## src/rtl/vga_scanout_pkg.sv

```systemverilog
// Shared constants for the 640x480@60 RGB444 scan-out: timing, colour
// fields, colour-bar table and the bar-index helper.
package vga_scanout_pkg;

    localparam int VGA_H_ACTIVE = 640;
    localparam int VGA_H_FP     = 16;
    localparam int VGA_H_SYNC   = 96;
    localparam int VGA_H_BP     = 48;
    localparam int VGA_V_ACTIVE = 480;
    localparam int VGA_V_FP     = 10;
    localparam int VGA_V_SYNC   = 2;
    localparam int VGA_V_BP     = 33;
    localparam int VGA_H_TOTAL  = VGA_H_ACTIVE + VGA_H_FP + VGA_H_SYNC + VGA_H_BP;
    localparam int VGA_V_TOTAL  = VGA_V_ACTIVE + VGA_V_FP + VGA_V_SYNC + VGA_V_BP;
    localparam int VGA_AW       = 19;
    localparam logic VGA_HS_POL = 1'b0;
    localparam logic VGA_VS_POL = 1'b0;

    // RGB444 word as stored in VRAM: {R[11:8], G[7:4], B[3:0]}
    typedef struct packed {
        logic [3:0] r;
        logic [3:0] g;
        logic [3:0] b;
    } rgb444_t;

    // Colour bars, index 0 is the leftmost bar
    localparam logic [7:0][11:0] BAR = {12'h000, 12'h00F, 12'hF00, 12'hF0F,
                                        12'h0F0, 12'h0FF, 12'hFF0, 12'hFFF};

    // Which of the 8 equal-width bars column x falls in (constant compares, no divider)
    function automatic logic [2:0] bar_index(input int x, input int h_active);
        logic [2:0] idx;
        idx = 3'd0;
        for (int i = 1; i < 8; i++) begin
            if (x >= (i * h_active) / 8) idx = 3'(i);
        end
        return idx;
    endfunction

endpackage

```

## src/rtl/vga_scanout_if.sv

```systemverilog
// Read-only VRAM port B: scan-out drives the address, VRAM returns data 1 clk later.
interface vga_scanout_if #(parameter int AW = 19);
    logic [AW-1:0] vram_addr;
    logic [11:0]   vram_dout;

    modport master (output vram_addr, input vram_dout);
    modport slave  (input vram_addr, output vram_dout);
endinterface

```

## src/rtl/vga_scanout_timing.sv

```systemverilog
// Raster counters plus undelayed sync/active/vblank flags and frame markers.
module vga_scanout_timing #(
    parameter int H_ACTIVE = 640,
    parameter int H_FP     = 16,
    parameter int H_SYNC   = 96,
    parameter int H_BP     = 48,
    parameter int V_ACTIVE = 480,
    parameter int V_FP     = 10,
    parameter int V_SYNC   = 2,
    parameter int V_BP     = 33,
    parameter int H_TOTAL  = H_ACTIVE + H_FP + H_SYNC + H_BP,
    parameter int V_TOTAL  = V_ACTIVE + V_FP + V_SYNC + V_BP,
    parameter int HW       = $clog2(H_TOTAL),
    parameter int VW       = $clog2(V_TOTAL)
) (
    input  logic          clk,
    input  logic          rst,
    output logic [HW-1:0] h_o,
    output logic          active_o,
    output logic          hs_o,
    output logic          vs_o,
    output logic          vblank_o,
    output logic          frame_start_o,
    output logic          sof_o,
    output logic          eof_o
);
    logic [HW-1:0] h_q, h_d;
    logic [VW-1:0] v_q, v_d;
    logic          fs_q;

    // Next raster position; v advances on h wrap, both wrap together at frame end
    always_comb begin
        h_d = h_q + HW'(1);
        v_d = v_q;
        if (h_q == HW'(H_TOTAL - 1)) begin
            h_d = '0;
            v_d = (v_q == VW'(V_TOTAL - 1)) ? '0 : v_q + VW'(1);
        end
    end

    // Counter state and the frame-start pulse (fires the cycle after (0,0) is held)
    always_ff @(posedge clk or posedge rst) begin
        if (rst) begin
            h_q  <= '0;
            v_q  <= '0;
            fs_q <= 1'b0;
        end else begin
            h_q  <= h_d;
            v_q  <= v_d;
            fs_q <= sof_o;
        end
    end

    assign h_o           = h_q;
    assign sof_o         = (h_q == '0) && (v_q == '0);
    assign eof_o         = (h_q == HW'(H_TOTAL - 1)) && (v_q == VW'(V_TOTAL - 1));
    assign active_o      = (h_q < HW'(H_ACTIVE)) && (v_q < VW'(V_ACTIVE));
    assign hs_o          = (h_q >= HW'(H_ACTIVE + H_FP)) && (h_q < HW'(H_ACTIVE + H_FP + H_SYNC));
    assign vs_o          = (v_q >= VW'(V_ACTIVE + V_FP)) && (v_q < VW'(V_ACTIVE + V_FP + V_SYNC));
    assign vblank_o      = (v_q >= VW'(V_ACTIVE));
    assign frame_start_o = fs_q;
endmodule

```

## src/rtl/vga_scanout.sv

```systemverilog
// VGA scan-out: raster timing, incremental VRAM address, per-frame mode latch
// and a fixed 2-clk pipeline from counters to the connector pins.
module vga_scanout
    import vga_scanout_pkg::*;
#(
    parameter int   H_ACTIVE = VGA_H_ACTIVE,
    parameter int   H_FP     = VGA_H_FP,
    parameter int   H_SYNC   = VGA_H_SYNC,
    parameter int   H_BP     = VGA_H_BP,
    parameter int   V_ACTIVE = VGA_V_ACTIVE,
    parameter int   V_FP     = VGA_V_FP,
    parameter int   V_SYNC   = VGA_V_SYNC,
    parameter int   V_BP     = VGA_V_BP,
    parameter logic HS_POL   = VGA_HS_POL,
    parameter logic VS_POL   = VGA_VS_POL,
    parameter int   AW       = VGA_AW
) (
    input  logic                 clk,
    input  logic                 rst,
    input  logic                 enable_i,
    input  logic                 test_mode_i,
    vga_scanout_if.master        vram,
    output logic [3:0]           vga_r_o,
    output logic [3:0]           vga_g_o,
    output logic [3:0]           vga_b_o,
    output logic                 vga_hs_o,
    output logic                 vga_vs_o,
    output logic                 vblank_o,
    output logic                 frame_start_o
);
    localparam int H_TOTAL = H_ACTIVE + H_FP + H_SYNC + H_BP;
    localparam int HW      = $clog2(H_TOTAL);
    localparam logic [AW-1:0] LAST_ADDR = AW'(H_ACTIVE * V_ACTIVE - 1);

    logic [HW-1:0] h0;
    logic          active0, hs0, vs0, sof, eof;
    logic [2:0]    bar0;

    vga_scanout_timing #(
        .H_ACTIVE(H_ACTIVE), .H_FP(H_FP), .H_SYNC(H_SYNC), .H_BP(H_BP),
        .V_ACTIVE(V_ACTIVE), .V_FP(V_FP), .V_SYNC(V_SYNC), .V_BP(V_BP)
    ) u_timing (
        .clk           (clk),
        .rst           (rst),
        .h_o           (h0),
        .active_o      (active0),
        .hs_o          (hs0),
        .vs_o          (vs0),
        .vblank_o      (vblank_o),
        .frame_start_o (frame_start_o),
        .sof_o         (sof),
        .eof_o         (eof)
    );

    assign bar0 = bar_index(int'(h0), H_ACTIVE);

    logic [AW-1:0] addr_q, addr_d;
    logic          en_q, tm_q;
    logic          act1_q, hs1_q, vs1_q;
    logic [2:0]    bar1_q;
    rgb444_t       rgb_q, rgb_d;
    logic          hs_q, vs_q;

    // Address steps on visible pixels only, parks on the last pixel through
    // vblank and restarts at 0 as the raster re-enters (0,0)
    always_comb begin
        addr_d = addr_q;
        if (eof)                                 addr_d = '0;
        else if (active0 && addr_q != LAST_ADDR) addr_d = addr_q + AW'(1);
    end

    // Address register
    always_ff @(posedge clk or posedge rst) begin
        if (rst) addr_q <= '0;
        else     addr_q <= addr_d;
    end

    assign vram.vram_addr = addr_q;

    // Mode is captured once per frame so a frame is never torn
    always_ff @(posedge clk or posedge rst) begin
        if (rst) begin
            en_q <= 1'b0;
            tm_q <= 1'b0;
        end else if (sof) begin
            en_q <= enable_i;
            tm_q <= test_mode_i;
        end
    end

    // Stage 1: delay the raster flags while VRAM returns data for this address
    always_ff @(posedge clk or posedge rst) begin
        if (rst) begin
            act1_q <= 1'b0;
            hs1_q  <= 1'b0;
            vs1_q  <= 1'b0;
            bar1_q <= '0;
        end else begin
            act1_q <= active0;
            hs1_q  <= hs0;
            vs1_q  <= vs0;
            bar1_q <= bar0;
        end
    end

    // Pixel source select: black in blanking or when disabled, bars, or VRAM
    always_comb begin
        rgb_d = '0;
        if (act1_q && en_q) begin
            if (tm_q) rgb_d = rgb444_t'(BAR[bar1_q]);
            else      rgb_d = rgb444_t'(vram.vram_dout);
        end
    end

    // Stage 2: registered pins, sync translated to the configured polarity
    always_ff @(posedge clk or posedge rst) begin
        if (rst) begin
            rgb_q <= '0;
            hs_q  <= ~HS_POL;
            vs_q  <= ~VS_POL;
        end else begin
            rgb_q <= rgb_d;
            hs_q  <= hs1_q ? HS_POL : ~HS_POL;
            vs_q  <= vs1_q ? VS_POL : ~VS_POL;
        end
    end

    assign vga_r_o  = rgb_q.r;
    assign vga_g_o  = rgb_q.g;
    assign vga_b_o  = rgb_q.b;
    assign vga_hs_o = hs_q;
    assign vga_vs_o = vs_q;
endmodule
```

## src/flat_wrapper.sv

```systemverilog
// flat-port wrapper written by rule: the top's interface ports become plain ports
module vga_scanout_flat import vga_scanout_pkg::*;
#(
    parameter int   H_ACTIVE = VGA_H_ACTIVE,
    parameter int   H_FP     = VGA_H_FP,
    parameter int   H_SYNC   = VGA_H_SYNC,
    parameter int   H_BP     = VGA_H_BP,
    parameter int   V_ACTIVE = VGA_V_ACTIVE,
    parameter int   V_FP     = VGA_V_FP,
    parameter int   V_SYNC   = VGA_V_SYNC,
    parameter int   V_BP     = VGA_V_BP,
    parameter logic HS_POL   = VGA_HS_POL,
    parameter logic VS_POL   = VGA_VS_POL,
    parameter int   AW       = VGA_AW
)
  (clk, rst, enable_i, test_mode_i, vga_r_o, vga_g_o, vga_b_o, vga_hs_o, vga_vs_o, vblank_o, frame_start_o, vram_vram_addr, vram_vram_dout);
  vga_scanout_if #(.AW(AW)) vram_i ();
  input  logic clk;
  input  logic rst;
  input  logic enable_i;
  input  logic test_mode_i;
  output logic [3:0] vga_r_o;
  output logic [3:0] vga_g_o;
  output logic [3:0] vga_b_o;
  output logic vga_hs_o;
  output logic vga_vs_o;
  output logic vblank_o;
  output logic frame_start_o;
  output wire logic [$bits(vram_i.vram_addr)-1:0] vram_vram_addr;
  input wire logic [$bits(vram_i.vram_dout)-1:0] vram_vram_dout;
  assign vram_vram_addr = vram_i.vram_addr;
  assign vram_i.vram_dout = vram_vram_dout;
  vga_scanout #(.H_ACTIVE(H_ACTIVE), .H_FP(H_FP), .H_SYNC(H_SYNC), .H_BP(H_BP), .V_ACTIVE(V_ACTIVE), .V_FP(V_FP), .V_SYNC(V_SYNC), .V_BP(V_BP), .HS_POL(HS_POL), .VS_POL(VS_POL), .AW(AW)) u_core (.clk(clk), .rst(rst), .enable_i(enable_i), .test_mode_i(test_mode_i), .vram(vram_i), .vga_r_o(vga_r_o), .vga_g_o(vga_g_o), .vga_b_o(vga_b_o), .vga_hs_o(vga_hs_o), .vga_vs_o(vga_vs_o), .vblank_o(vblank_o), .frame_start_o(frame_start_o));
endmodule
```

## config.mk

```make
export PLATFORM = sky130hd
export DESIGN_NAME = vga_scanout_flat
export DESIGN_NICKNAME = d
export VERILOG_FILES = /design/src/rtl/vga_scanout_pkg.sv /design/src/rtl/vga_scanout_if.sv /design/src/rtl/vga_scanout_timing.sv /design/src/rtl/vga_scanout.sv /design/src/flat_wrapper.sv
export SDC_FILE = /design/constraint.sdc
export NUM_CORES = 1
export LEC_CHECK = 0
export ABC_AREA = 1
export CAP_MARGIN = 20
export CORE_MARGIN = 2
export CORE_UTILIZATION = 49
export DETAILED_ROUTE_END_ITERATION = 10
export PLACE_DENSITY = 0.84
export SKIP_LAST_GASP = 1
export SYNTH_ARGS = -nofsm -noshare
export SYNTH_HDL_FRONTEND = slang
export SYNTH_SLANG_ARGS = --single-unit
```

## constraint.sdc

```tcl
create_clock -name clk -period 1.9 [get_ports clk]
set_clock_uncertainty 0.15 [all_clocks]
set_input_delay 0.285 -clock clk [delete_from_list [all_inputs] [get_ports clk]]
set_output_delay 0.285 -clock clk [all_outputs]
set_load 0.01 [all_outputs]
```

==> results of run 1 <==
## how the worst max path moves through the flow
stage	end	slack, ns
2_1_floorplan	u_core.vram.vram_addr[9]	0.13
3_3_place_gp	u_core.vram.vram_addr[2]	-0.01
3_5_place_dp	u_core.vram.vram_addr[4]	-0.06
4_1_cts	vram_vram_addr[14]	0.04
5_1_grt	u_core.vram.vram_addr[12]	-0.01
6_report	vram_vram_addr[14]	0.05
## metal layers
layer / global-route usage / vias up / wire (um)
met2: 0.371 / 118 / 3910
met5: 0 / - / 0
li1: - / 1501 / -
met3: 0.0529 / 18 / 532
met4: 0.0866 / 0 / 133
met1: 0.304 / 1475 / 3450
## worst max-delay path, stage by stage (launching register included)
cell and delay, ns:
dfrtp_1 0.38, buf_4 0.16, clkdlybuf4s50_1 0.54
## flip-flops by register name (all words and copies together) (netlist names)
signal and count:
u_core.vga_g_o 4, u_core.en_q 1, u_core.act1_q 1, u_core.vga_r_o 4, u_core.u_timing.v_q 10, u_core.u_timing.h_o 10, u_core.vs1_q 1, u_core.vga_vs_o 1
u_core.vram.vram_addr 19, u_core.bar1_q 3, u_core.hs1_q 1, u_core.u_timing.frame_start_o 1, u_core.tm_q 1, u_core.vga_hs_o 1, u_core.vga_b_o 4
## placed cells by master (no fill, tap or decap), types with 2 or more instances in the layout
cell type        count
clkdlybuf4s50_1     49
buf_12               2
o31ai_1              2
nand3_1             36
xor2_1              18
nand2_1            102
dfstp_2              2
dfrtp_1             60
xnor2_1              4
buf_4               30
inv_6                3
nor2_1              68
clkbuf_8            11
a21oi_1              6
ha_1                 6
inv_2                2
nor2_2               4
clkinv_2             2
nand4_1              6
clkinvlp_4           3
o21ai_0             21
or2_2                2
nand2_2              5
nor2_4               3
nor4_1               3
nor3_1               7
inv_1               38
## final cells by class
cell class                 count  area [um^2]
timing repair buffer          82          764
clock inverter                 5         41.3
clock buffer                  11          151
fill                         501         2070
tap                           77         96.3
inverter                      45          180
sequential                    62         1550
multi-input combinational    304         1560
## power breakdown
group	total, uW	internal, uW	switching [uW]
sequential	1350	1340	9.43
combinational	128	69.0	59.3
clock	1110	556	551
## per-stage QoR
step	power, uW	std cells
2_1_floorplan	1420	417
3_3_place_gp	1500	562
3_5_place_dp	1500	562
4_1_cts	2610	580
5_1_grt	2690	586
6_report	2580	586
## what timing repair did
item                       in CTS  in global routing
pin swaps                       0                  4
setup endpoints to repair      17                 15
setup buffers                   2                  6
resized for setup               3                  8
## kinds of logic (layout without fill, tap and decap cells)
family,after synthesis,after routing,synth area share
DFF,62,62,0.472
and+or+nand+nor,242,242,0.326
adders and majority gates,6,6,0.0228
AOI/OAI and AO/OA,34,34,0.0562
buffers and inverters,51,143,0.0650
xor gates and xnor gates,22,22,0.0585
==> qor.log, run 1 <==
[run_status] outcome finished, final reports clean
[die] die outline area 0.00739 mm^2
[place] Area after DPL 0.00405 mm^2
[final_layout] Finished Cell Area 0.00435 mm^2
[die] Initial Util 0.513
[yosys] register area share after synthesis 0.472
[clock_tree] insertion delay of the later-clocked pin in the worst-skew pair 0.34 ns
[setup_path] R2R Setup Slk 0.09 ns
[place] Post-Place Setup Slack -0.0574 ns
[setup_path] launching point of the worst reg2reg path u_core.u_timing.v_q[1]
[sta] portion of the clock cycle consumed by the worst path in the final layout 0.974
[global_routing] number of antenna violations at the first check in global routing 0
[yosys] area share of the largest cell type after synthesis 0.456
[clock_tree] # hold bufs at CTS 0
[setup_path] critical path start-end classification flip-flop to output port
[clock_tree] buffer depth of the longest clock path 2
[sta] crit path setup slack, layout 0.0487 ns
[place] RePlAce Congestion 0.919
[place] post-DP HPWL 5960 um
[detailed_routing] total via count after detailed routing 3112
[place] count of port buffers added during placement 50
[power] static leakage 0.00209 uW
[sta] Max Clock Freq 540 MHz
[global_routing] grt total ovfl 0
[sta] Period minus WS final 1.85 ns
[final_layout] share of cells above drive strength 1 0.151
[yosys] count of flip-flops with a built-in enable after synthesis 0
[setup_path] startpoint type of the worst setup path flip-flop
[yosys] leading cell types by total area after synthesis dfrtp_1 46%, nand2_1 12%, nor2_1 8.0%
[yosys] Synth Flop Type dfrtp_1
[sta] final setup violation count 0
[yosys] total nets after synthesis 439
[global_routing] number of global-route vias before repair 2933
[detailed_routing] DRC violations left 0
[die] placeable core region 0.00642 mm^2
[yosys] most numerous cell types in the synthesized netlist 103 x nand2_1, 70 x nor2_1, 60 x dfrtp_1
[die] overall die width 86.0 um
[run] number of max-cap violations 0
[sta] Final Hold Vio Count 0
[power] Peak VDD IR 0.395 mV
[detailed_routing] DRC marker count from the first detailed-route iteration 267
[die] Rows 29
[setup_path] worst-path maximum fanout 6
[setup_path] data required time at the worst endpoint 1.46 ns
[hold_path] type of the most critical hold path input port to asynchronous set/reset pin
[detailed_routing] number of vias per cell after detailed routing 5.31
[die] total I/O pin count 51
[power] PwrDens 593 mW/mm^2
[final_layout] post-synthesis to final-layout area growth 32.1%
[clock_tree] TritonCTS clock tree done
[sta] worst hold slack after final layout 0.0589 ns
[clock_tree] clock transition time at the flip-flop clock pins of the worst setup and hold paths 0.08 ns
[detailed_routing] post-route antenna net violation count 0
[detailed_routing] length of the first detailed-routing pass in iterations 4
[detailed_routing] post-detailed-routing wire length 8030 um
[yosys] ys async rst share 1.00
[yosys] most frequent cell after synthesis nand2_1
[global_routing] Tot GR Track Use 0.230
[setup_path] FF-to-FF End u_core.vram.vram_addr[11]
[yosys] Syn. warnings 0
[clock_tree] Inserted Clock Buffers 9
[detailed_routing] WL per Instance 13.7 um
[yosys] post-synthesis cell type with the largest combined area dfrtp_1
[setup_path] WP data arrival 1.42 ns
[final_layout] number of diodes 0
[global_routing] wire length of the first global-routing pass 13400 um
[yosys] number of synthesized register bits 62
[final_layout] number of nets in the finished design 526
[clock_tree] CTS sink cnt 62
[yosys] number of distinct library cell variants in the gate-level netlist after synthesis 36
[sta] Max-slew headroom 0.685
[setup_path] count of cells along the worst register-to-register path 8
[yosys] Netlist Area Pre-Place 0.00329 mm^2
[clock_tree] maximum level of the CTS H-tree 3
[global_routing] pin count of the biggest net entering global routing 34
[setup_path] category of the worst setup path capture point output port
[yosys] synthesized area per cell 7.90 um^2
[yosys] cell count after synthesis 417
[sta] setup_tns 0 ns
[final_layout] final core occ 0.677
[die] vertical die dimension 86.0 um
[sta] slew of the pin with the lowest slew margin 0.472 ns
[clock_tree] clock root buffer clkbuf_8
[setup_path] start point of the critical path u_core.vram.vram_addr[14]
[sta] total count of max-transition violations in the final report 0
(Power assumes the default switching activity.)
==> run 2: changes to the inputs <==
--- a/config.mk
+++ b/config.mk
@@ -6,11 +6,12 @@
 export NUM_CORES = 1
 export LEC_CHECK = 0
 export ABC_AREA = 1
-export CAP_MARGIN = 20
 export CORE_MARGIN = 2
 export CORE_UTILIZATION = 49
 export DETAILED_ROUTE_END_ITERATION = 10
 export PLACE_DENSITY = 0.84
+export REMOVE_ABC_BUFFERS = 1
+export SETUP_SLACK_MARGIN = 0.1
 export SKIP_LAST_GASP = 1
 export SYNTH_ARGS = -nofsm -noshare
 export SYNTH_HDL_FRONTEND = slang
==> run 2 against run 1 <==
  * Sequential share of layout area down 1.1 points
  * Flip-flop and latch count unchanged
  * Critical endpoint is now vram_vram_addr[4]
  * Non-clock buffer count up 10
  * Highest routed layer unchanged
==> qor.log, run 2 (same netlist as run 1, synthesis figures left out) <==
[final_layout] most common library cell in the layout ignoring fill and taps nand2_1
[die] Rows 29 [unchanged]
[setup_path] data required time at the worst endpoint 1.46 ns [about the same]
[hold_path] type of the most critical hold path input port to asynchronous set/reset pin
[die] overall die width 86.0 um [unchanged]
[detailed_routing] post-route antenna net violation count 0 [unchanged]
[sta] portion of the clock cycle consumed by the worst path in the final layout 0.940 [-0.0346]
[detailed_routing] DRC marker count from the first detailed-route iteration 298 [+12%]
[final_layout] number of nets in the finished design 536 [+1.9%]
[setup_path] WP data arrival 1.35 ns [-0.07 ns]
[setup_path] start point of the critical path u_core.vram.vram_addr[4]
[setup_path] count of cells along the worst register-to-register path 8 [unchanged]
[global_routing] grt total ovfl 0 [unchanged]
[place] number of cells in the design after placement 560 [-0.36%]
[sta] final setup violation count 0 [unchanged]
[global_routing] number of antenna violations at the first check in global routing 0 [unchanged]
[final_layout] number of standard cells in the final layout excluding fillers 596 [+1.7%]
[sta] crit path setup slack, layout 0.114 ns [+0.0657 ns]
[detailed_routing] DRC violations left 0 [unchanged]
[setup_path] FF-to-FF End u_core.vram.vram_addr[3]
[setup_path] critical path start-end classification flip-flop to output port
[clock_tree] # hold bufs at CTS 0 [unchanged]
[clock_tree] clock root buffer clkbuf_8
[setup_path] worst path bufs/invs 1 [-1]
[setup_path] worst-path maximum fanout 5 [-1]
[die] die outline area 0.00739 mm^2 [unchanged]
[clock_tree] buffer depth of the longest clock path 2 [unchanged]
[detailed_routing] length of the first detailed-routing pass in iterations 5 [+1]
[final_layout] post-synthesis to final-layout area growth 36.7%
[power] PwrDens 626 mW/mm^2 [+5.6%]
[die] placeable core region 0.00642 mm^2 [unchanged]
[sta] Max Clock Freq 560 MHz [+3.7%]
[final_layout] layout filler cell count 461 [-8.0%]
[detailed_routing] total via count after detailed routing 3279 [+5.4%]
[run] number of max-cap violations 0 [unchanged]
[place] Area after DPL 0.00405 mm^2 [+0.15%]
[sta] setup_tns 0 ns [unchanged]
[clock_tree] maximum level of the CTS H-tree 3 [unchanged]
[die] vertical die dimension 86.0 um [unchanged]
[setup_path] startpoint type of the worst setup path flip-flop
[clock_tree] CTS sink cnt 62 [unchanged]
[power] static leakage 0.00223 uW [+6.6%]
[final_layout] number of diodes 0 [unchanged]
[setup_path] category of cells accounting for the largest share of critical-path delay buffers and inverters
[final_layout] highest-count cells in the layout ignoring fill and taps 100 x nand2_1, 65 x nor2_1, 57 x dfrtp_1, 38 x buf_4
[setup_path] slowest stage cell, crit path clkdlybuf4s50_1
[place] count of port buffers added during placement 50 [unchanged]
[final_layout] number of flip-flops under the largest register name 19 [unchanged]
[sta] Max-slew headroom 0.682 [-0.00323]
[setup_path] R2R Setup Slk 0.15 ns [+0.06 ns]
[final_layout] share of cells above drive strength 1 0.193 [+0.0414]
[clock_tree] TritonCTS clock tree done
[global_routing] pin count of the biggest net entering global routing 26 [-24%]
[clock_tree] clock transition time at the flip-flop clock pins of the worst setup and hold paths 0.08 ns [about the same]
[detailed_routing] number of vias per cell after detailed routing 5.50 [+3.6%]
[setup_path] chain of cells forming the critical path clkdlybuf4s50_1
[sta] Final Hold Vio Count 0 [unchanged]
[sta] worst hold slack after final layout 0.0904 ns [+0.0316 ns]
[sta] slew of the pin with the lowest slew margin 0.477 ns [+0.00485 ns]
[detailed_routing] post-detailed-routing wire length 8480 um [+5.7%]
[global_routing] number of global-route vias before repair 2993 [+2.0%]
[clock_tree] insertion delay of the later-clocked pin in the worst-skew pair 0.36 ns [+0.02 ns]
[place] Post-Place Setup Slack -0.0370 ns [+0.0204 ns]
[place] RePlAce Congestion 0.937 [+2.0%]
[power] Peak VDD IR 0.447 mV [+13%]
[sta] RSZ-0062 raised after global routing yes
[global_routing] wire length of the first global-routing pass 13600 um [+1.6%]
[final_layout] Finished Cell Area 0.00450 mm^2 [+3.5%]
[global_routing] Tot GR Track Use 0.233 [+0.00278]
[sta] Period minus WS final 1.79 ns [-0.0657 ns]
[place] post-DP HPWL 5570 um [-6.5%]
[die] total I/O pin count 51 [unchanged]
[sta] total count of max-transition violations in the final report 0 [unchanged]
[run_status] outcome finished, final reports clean
[setup_path] Largest stage delay, worst path 0.57 ns [+0.03 ns]
[setup_path] launching point of the worst reg2reg path u_core.u_timing.v_q[5]
[die] Initial Util 0.513 [unchanged]
[detailed_routing] WL per Instance 14.2 um [+3.9%]
[setup_path] category of the worst setup path capture point output port
[clock_tree] Inserted Clock Buffers 9 [unchanged]
-- run 2: cell type report --
| cell class | instances | area, um^2 | area share |
|---|---|---|---|
| clock inverters | 5 | 81.3 | 0.0181 |
| inverters | 45 | 176 | 0.0392 |
| multi-input cells | 304 | 1590 | 0.352 |
| clock buffers | 11 | 151 | 0.0336 |
| flip-flops and latches | 62 | 1560 | 0.346 |
| well taps | 77 | 96.3 | 0.0214 |
| repair buffers | 92 | 853 | 0.190 |
-- run 2: repair_timing --
| item | 4_1_cts | 5_1_grt |
|---|---|---|
| setup endpoints to repair | 31 | 33 |
| setup buffers | 6 | 14 |
| resized for setup | 14 | 22 |
| pin swaps | 2 | 5 |
-- run 2: per-layer routing --
| layer | share of wire | GRT usage | vias to the layer above |
|---|---|---|---|
| met3 | 0.086 | 0.0587 | 23 |
| li1 | - | - | 1524 |
| met5 | 0 | 0 | - |
| met4 | 0.020 | 0.0808 | 0 |
| met1 | 0.40 | 0.303 | 1557 |
| met2 | 0.49 | 0.379 | 175 |
-- run 2: worst max-delay path by stage --
stage	to	depth (start not counted)	slack (ns)
6_report	vram_vram_addr[4]	1	0.11
5_1_grt	u_core.vram.vram_addr[0]	8	0.02
4_1_cts	vblank_o	3	0.09
3_5_place_dp	u_core.vram.vram_addr[2]	8	-0.04
3_3_place_gp	u_core.vram.vram_addr[2]	8	0.04
2_1_floorplan	u_core.act1_q	1	-0.07
-- run 2: through the flow --
step | power (uW) | utilization
after floorplan | 1420 | -
after global placement | 1500 | 0.631
after detailed placement | 1500 | 0.631
after CTS | 2840 | 0.674
after global routing | 2920 | 0.701
final | 2820 | 0.701
-- run 2: worst reg2reg max path, stage by stage (launching register included) --
cell and delay [ns]:
dfrtp_1 0.38, buf_4 0.16, nor2_1 0.15, nand2_2 0.11
nor3_4 0.23, nand2_4 0.13, buf_4 0.17, nand3_1 0.07
o21ai_0 0.07
-- run 2: power breakdown --
group | total (uW) | internal (uW) | switching [uW]
Combinational | 130 | 70.1 | 59.7
Clock | 1340 | 809 | 534
Sequential | 1350 | 1340 | 9.61
Total | 2820 | 2220 | 603
